==> config.mk <==
export PLATFORM = sky130hd
export DESIGN_NAME = pmu_bitstream_tx
export DESIGN_NICKNAME = d
export VERILOG_FILES = /design/src/rtl/pmu_bitstream_tx.sv
export SDC_FILE = /design/constraint.sdc
export NUM_CORES = 1
export LEC_CHECK = 0
export BUFFER_PORTS_ARGS = -buffer_cell sky130_fd_sc_hd__buf_2
export CAP_MARGIN = 20
export CORE_MARGIN = 2
export CORE_UTILIZATION = 60
export DETAILED_ROUTE_END_ITERATION = 10
export PLACE_DENSITY = 0.82
export SLEW_MARGIN = 10
export SYNTH_ARGS = -nofsm -noshare
export SYNTH_HDL_FRONTEND = slang
export SYNTH_SLANG_ARGS = --single-unit
==> constraint.sdc <==
create_clock -name tck_i -period 3.8 [get_ports tck_i]
set_input_delay 0.19 -clock tck_i [delete_from_list [all_inputs] [get_ports tck_i]]
set_output_delay 0.19 -clock tck_i [all_outputs]
set_load 0.02 [all_outputs]
==> src/rtl/pmu_bitstream_tx.sv <==
// pmu_bitstream_tx: transmit end of the PMU serial configuration link.
// Serialises a 64-bit header, then for every block an optional 8-bit CRC key
// and 64 data bits, LSB-first on data_o, framed by en_o.
module pmu_bitstream_tx #(
  parameter int WORD_W = 64,
  parameter int CNT_W  = 32
) (
  input  logic              tck_i,
  input  logic              rst_i,
  input  logic              start_i,
  input  logic              checksum_en_i,
  input  logic [CNT_W-1:0]  block_count_i,
  input  logic [6:0]        last_bits_i,
  input  logic [WORD_W-1:0] word_i,
  input  logic              word_valid_i,
  output logic              word_ready_o,
  output logic              data_o,
  output logic              en_o,
  output logic              bit_valid_o,
  output logic              busy_o,
  output logic              done_o,
  output logic              err_o
);

  typedef enum logic [2:0] {
    IDLE  = 3'd0,
    HDR   = 3'd1,
    FETCH = 3'd2,
    PREP  = 3'd3,
    KEY   = 3'd4,
    DATA  = 3'd5,
    DONE  = 3'd6
  } state_t;

  state_t             r_state;
  logic [6:0]         r_bitCnt;
  logic [CNT_W-1:0]   r_remaining;
  logic [6:0]         r_lastBits;
  logic               r_crcEn;
  logic [WORD_W-1:0]  r_shift;
  logic [7:0]         r_lfsr;
  logic [7:0]         r_key;
  logic               r_data;
  logic               r_en;
  logic               r_bitValid;
  logic               r_done;
  logic               r_err;

  logic               w_startOk;
  logic [WORD_W-1:0]  w_header;
  logic [WORD_W-1:0]  w_keepMask;
  logic [WORD_W-1:0]  w_wordMasked;
  logic               w_prepBit;
  logic               w_p7;
  logic [7:0]         w_lfsrNext;

  assign word_ready_o = (r_state == FETCH);
  assign busy_o       = (r_state != IDLE);
  assign data_o       = r_data;
  assign en_o         = r_en;
  assign bit_valid_o  = r_bitValid;
  assign done_o       = r_done;
  assign err_o        = r_err;

  // Start-request legality, header image and the last-block bit mask
  always_comb begin
    w_startOk    = (block_count_i != '0) && (last_bits_i != 7'd0) && (last_bits_i <= 7'd64);
    w_header     = {25'b0, last_bits_i, block_count_i};
    w_keepMask   = ~({WORD_W{1'b1}} << last_bits_i);
    w_wordMasked = word_i;
    if (r_remaining == 1) begin
      w_wordMasked = word_i & w_keepMask;
    end
  end

  // Reverse LFSR step: walking the word from bit 63 down to 0 undoes the
  // receiver's forward LFSR, leaving the state the receiver must hold after the key
  always_comb begin
    w_prepBit     = r_shift[~r_bitCnt[5:0]];
    w_p7          = r_lfsr[0] ^ w_prepBit;
    w_lfsrNext[7] = w_p7;
    w_lfsrNext[6] = r_lfsr[7] ^ w_p7;
    w_lfsrNext[5] = r_lfsr[6] ^ w_p7;
    w_lfsrNext[4] = r_lfsr[5] ^ w_p7;
    w_lfsrNext[3] = r_lfsr[4];
    w_lfsrNext[2] = r_lfsr[3] ^ w_p7;
    w_lfsrNext[1] = r_lfsr[2];
    w_lfsrNext[0] = r_lfsr[1] ^ w_p7;
  end

  // Transfer sequencer; registered outputs describe the bit shown in the coming cycle
  always_ff @(posedge tck_i) begin
    if (!rst_i) begin
      r_state     <= IDLE;
      r_bitCnt    <= '0;
      r_remaining <= '0;
      r_lastBits  <= '0;
      r_crcEn     <= 1'b0;
      r_shift     <= '0;
      r_lfsr      <= '0;
      r_key       <= '0;
      r_data      <= 1'b0;
      r_en        <= 1'b0;
      r_bitValid  <= 1'b0;
      r_done      <= 1'b0;
      r_err       <= 1'b0;
    end else begin
      r_done <= 1'b0;
      r_err  <= 1'b0;
      case (r_state)
        IDLE: begin
          r_data     <= 1'b0;
          r_bitValid <= 1'b0;
          r_en       <= 1'b0;
          if (start_i) begin
            if (w_startOk) begin
              r_state     <= HDR;
              r_remaining <= block_count_i;
              r_lastBits  <= last_bits_i;
              r_crcEn     <= checksum_en_i;
              r_data      <= w_header[0];
              r_shift     <= w_header >> 1;
              r_bitCnt    <= 7'd1;
              r_bitValid  <= 1'b1;
              r_en        <= 1'b1;
            end else begin
              r_err <= 1'b1;
            end
          end
        end
        HDR: begin
          if (r_bitCnt == 7'd64) begin
            r_state    <= FETCH;
            r_data     <= 1'b0;
            r_bitValid <= 1'b0;
          end else begin
            r_data   <= r_shift[0];
            r_shift  <= r_shift >> 1;
            r_bitCnt <= r_bitCnt + 7'd1;
          end
        end
        FETCH: begin
          if (word_valid_i) begin
            if (r_crcEn) begin
              r_state  <= PREP;
              r_shift  <= w_wordMasked;
              r_bitCnt <= 7'd0;
              r_lfsr   <= 8'h00;
            end else begin
              r_state    <= DATA;
              r_data     <= w_wordMasked[0];
              r_shift    <= w_wordMasked >> 1;
              r_bitCnt   <= 7'd1;
              r_bitValid <= 1'b1;
            end
          end
        end
        PREP: begin
          r_lfsr   <= w_lfsrNext;
          r_bitCnt <= r_bitCnt + 7'd1;
          if (r_bitCnt == 7'd63) begin
            r_state    <= KEY;
            r_data     <= w_lfsrNext[7];
            r_key      <= w_lfsrNext << 1;
            r_bitCnt   <= 7'd1;
            r_bitValid <= 1'b1;
          end
        end
        KEY: begin
          if (r_bitCnt == 7'd8) begin
            r_state  <= DATA;
            r_data   <= r_shift[0];
            r_shift  <= r_shift >> 1;
            r_bitCnt <= 7'd1;
          end else begin
            r_data   <= r_key[7];
            r_key    <= r_key << 1;
            r_bitCnt <= r_bitCnt + 7'd1;
          end
        end
        DATA: begin
          if (r_bitCnt == 7'd64) begin
            r_remaining <= r_remaining - 1'b1;
            r_data      <= 1'b0;
            r_bitValid  <= 1'b0;
            if (r_remaining == 1) begin
              r_state <= DONE;
              r_en    <= 1'b0;
              r_done  <= 1'b1;
            end else begin
              r_state <= FETCH;
            end
          end else begin
            r_data   <= r_shift[0];
            r_shift  <= r_shift >> 1;
            r_bitCnt <= r_bitCnt + 7'd1;
          end
        end
        DONE: begin
          r_state    <= IDLE;
          r_data     <= 1'b0;
          r_bitValid <= 1'b0;
          r_en       <= 1'b0;
        end
        default: begin
          r_state <= IDLE;
        end
      endcase
    end
  end

endmodule

==> flow_metrics.tcl <==
set metrics [dict create \
    worstPathRequired_ns 4.13 \
    ys_top_cells_by_area "dfxtp_1 28%, nand2_1 8.3%, o21ai_0 7.1%, a21oi_1 4.7%, o211ai_1 4.7%" \
    regToRegStartpoint "r_bitCnt[0]" \
    period_share_pct 88.9 \
    synth_top_area_share_pct 27.7 \
    setup_ws_ns 0.423 \
    place_ws_ns 0.542 \
    fp.dieW_um 128 \
    wl_mm 33.7 \
    io_pins 115 \
    rows 45 \
    synthDistinctLibCells 81 \
    grt_overflow_total 0 \
    start_util_pct 60.8 \
    status "finished, final reports clean" \
    gp_congestion 1.05 \
    cts_resized 0 \
    synth_nets 1358 \
    grt_pass1_wl_mm 52.8 \
    critPathLaunchType "flop" \
    finalSetupViolCount 0 \
    drt_iter0_markers 1795 \
    postSynth.asyncResetShare_pct 0 \
    min_path_type "input pin to flop" \
    endpoint_kind "flop" \
    ys_seq_area_share_pct 27.7 \
    maxCapViolCount 0 \
    grt_setup_unrepaired "false" \
    die_h_um 128 \
    die_area_um2 16300 \
    cts_tree "done" \
    critical_path_class "flop to flop" \
    synth_edf_count 0 \
    netlist_instances 1246 \
    max_slew_margin_pct 25.6 \
    fmax_mhz 296 \
    cts_hold_buffers 0 \
    avgSynthCellArea_um2 7.37 \
    drt-vias-per-instance 7.13 \
    nets 1425 \
    first_pass_iters 7 \
    ir_worst_vdd_v 0.000465 \
    synth_seq_cells 127 \
    vias 10800 \
    p_leak_nw 3.92 \
    grt_pass1_vias 9685 \
    io_buffers 114 \
    drc 0 \
    finClkSkew_ns 0.00881 \
    p_total_mw 6.10 \
    final.min_clock_period_ns 3.38 \
    synth_top_area_cell "dfxtp_1" \
    cts_buffers 17 \
    fin_tns_setup_ns 0 \
    avgRoutedWirePerCell_um 22.3 \
    antenna_found_initial 1 \
    cts_buffer_depth 2 \
    synthTopCellsByCount "202 x nand2_1, 131 x o21ai_0, 127 x dfxtp_1, 102 x nor2_1, 87 x a21oi_1" \
    cp_max_fo 13 \
    post-cts-setup-buffers 0 \
    htree_levels 4 \
    clk_latency_ns 0.43 \
    yosysMostFrequentCell "nand2_1" \
    startpoint "r_bitCnt[0]" \
    ys_warn_count 0 \
    dp_hpwl_mm 23.7 \
    cts_root_buf "clkbuf_16" \
    cts.clk_slew.worst_paths_ns 0.06 \
    cp.arrival_ns 3.71 \
    final_layout_size_suffix_gt1_share_pct 17.9 \
    track_usage_pct 41.2 \
    worstMarginPinSlew_ns 1.12 \
    hold_violations 0 \
    grt_max_degree 50 \
    core_um2 15100 \
    ant_nets 0 \
    synthFlopType "dfxtp_1" \
    drv_slew 0 \
    power.density_nw_per_um2 581 \
    clock_sinks 127 \
    syn2layout_area_growth_pct 14.4 \
    synth_area_um2 9180 \
    hp-start "word_i[43]" \
]
-- critical path, stage by stage, from the launching register on --
cell and delay, ns:
dfxtp_1 0.31, inv_1 0.15, ha_1 0.18, or4b_2 0.64
o21ai_0 0.31, nor2_1 0.14, o21ai_1 0.85, buf_4 0.34
a21oi_1 0.09, a221oi_1 0.26
-- registers in the layout, summed over array words and instances (netlist names) --
signal / count
r_shift: 64
r_remaining: 32
r_lfsr: 8
r_bitCnt: 7
r_key: 7
r_state: 3
bit_valid_o: 1
data_o: 1
done_o: 1
en_o: 1
err_o: 1
r_crcEn: 1
-- kinds of logic after synthesis --
| group | Yosys count | synth area share [%] |
|---|---|---|
| buffers and inverters | 123 | 5.34 |
| adder cells (fa/ha/maj) | 4 | 0.545 |
| AO/OA/AOI/OAI | 451 | 32.3 |
| flip-flops | 127 | 27.7 |
| AND/OR/NAND/NOR | 485 | 24.9 |
| multiplexers | 44 | 7.36 |
| XOR/XNOR | 12 | 1.89 |
-- where the power goes --
part           switching (mW)  total, mW  leakage (nW)  internal [mW]
clock                   0.681       1.79         0.293           1.11
sequential              0.283       1.87          1.04           1.59
combinational            1.55       2.44          2.59          0.891
total                    2.52       6.10          3.92           3.58
-- cell type report --
class | instances | area (um2)
multi-input cells | 996 | 6160
fillers | 1248 | 4590
flip-flops and latches | 127 | 2540
repair buffers | 150 | 845
clock buffers | 17 | 425
well taps | 188 | 235
clock inverters | 15 | 210
inverters | 21 | 78.8
diodes | 1 | 2.50
-- metal layers --
layer | routed length, um | GRT usage [%] | vias to the layer above | share of wire, %
met5 | 0 | 0 | - | 0
met1 | 12800 | 54.4 | 4902 | 38
met3 | 4360 | 11.3 | 175 | 13
met2 | 14700 | 62.4 | 893 | 43
li1 | - | - | 4832 | -
met4 | 1950 | 20.0 | 0 | 5.8
-- through the flow --
| stage | util [%] | instances | hold WS, ns | instance area [um2] |
|---|---|---|---|---|
| 6_report | 69.6 | 1515 | 0.0246 | 10500 |
| 5_1_grt | 69.6 | 1514 | 0.0316 | 10500 |
| 4_1_cts | 69.4 | 1511 | 0.0180 | 10500 |
| 3_5_place_dp | 65.2 | 1479 | 0.465 | 9840 |
| 3_3_place_gp | 65.2 | 1479 | 0.449 | 9840 |
| 2_1_floorplan | - | 1246 | 0.326 | 9180 |
-- path summary, 6_finish.rpt --
| check | slack, ns | endpoint | cells after the start |
|---|---|---|---|
| worst min register to register | 0.47 | r_key[4] | 2 |
| worst max-delay path | 0.42 | r_shift[34] | 9 |
| worst max register to register | 0.42 | r_shift[34] | 9 |
| worst min-delay path | 0.02 | r_shift[42] | 3 |
-- cells in the final DEF, fill, tap and decap left out, types with 9 or more instances in the layout --
| cell type | count |
|---|---|
| nor3_1 | 25 |
| a211oi_1 | 9 |
| mux4_2 | 17 |
| a21oi_1 | 87 |
| a31oi_1 | 27 |
| nand2_1 | 202 |
| nand3_1 | 26 |
| dfxtp_1 | 126 |
| nor2b_1 | 10 |
| inv_1 | 19 |
| a22o_1 | 9 |
| buf_4 | 35 |
| and3_1 | 14 |
| or3_1 | 9 |
| o21a_1 | 12 |
| a22oi_1 | 9 |
| nand4_1 | 26 |
| nor4_1 | 21 |
| a221oi_1 | 10 |
| mux2i_1 | 21 |
| nand2b_1 | 9 |
| o21ai_0 | 130 |
| clkbuf_16 | 17 |
| o22ai_1 | 9 |
| buf_2 | 114 |
| nor2_1 | 100 |
| o211ai_1 | 57 |
| a32o_1 | 9 |
Power figures use the tool's default switching activity.
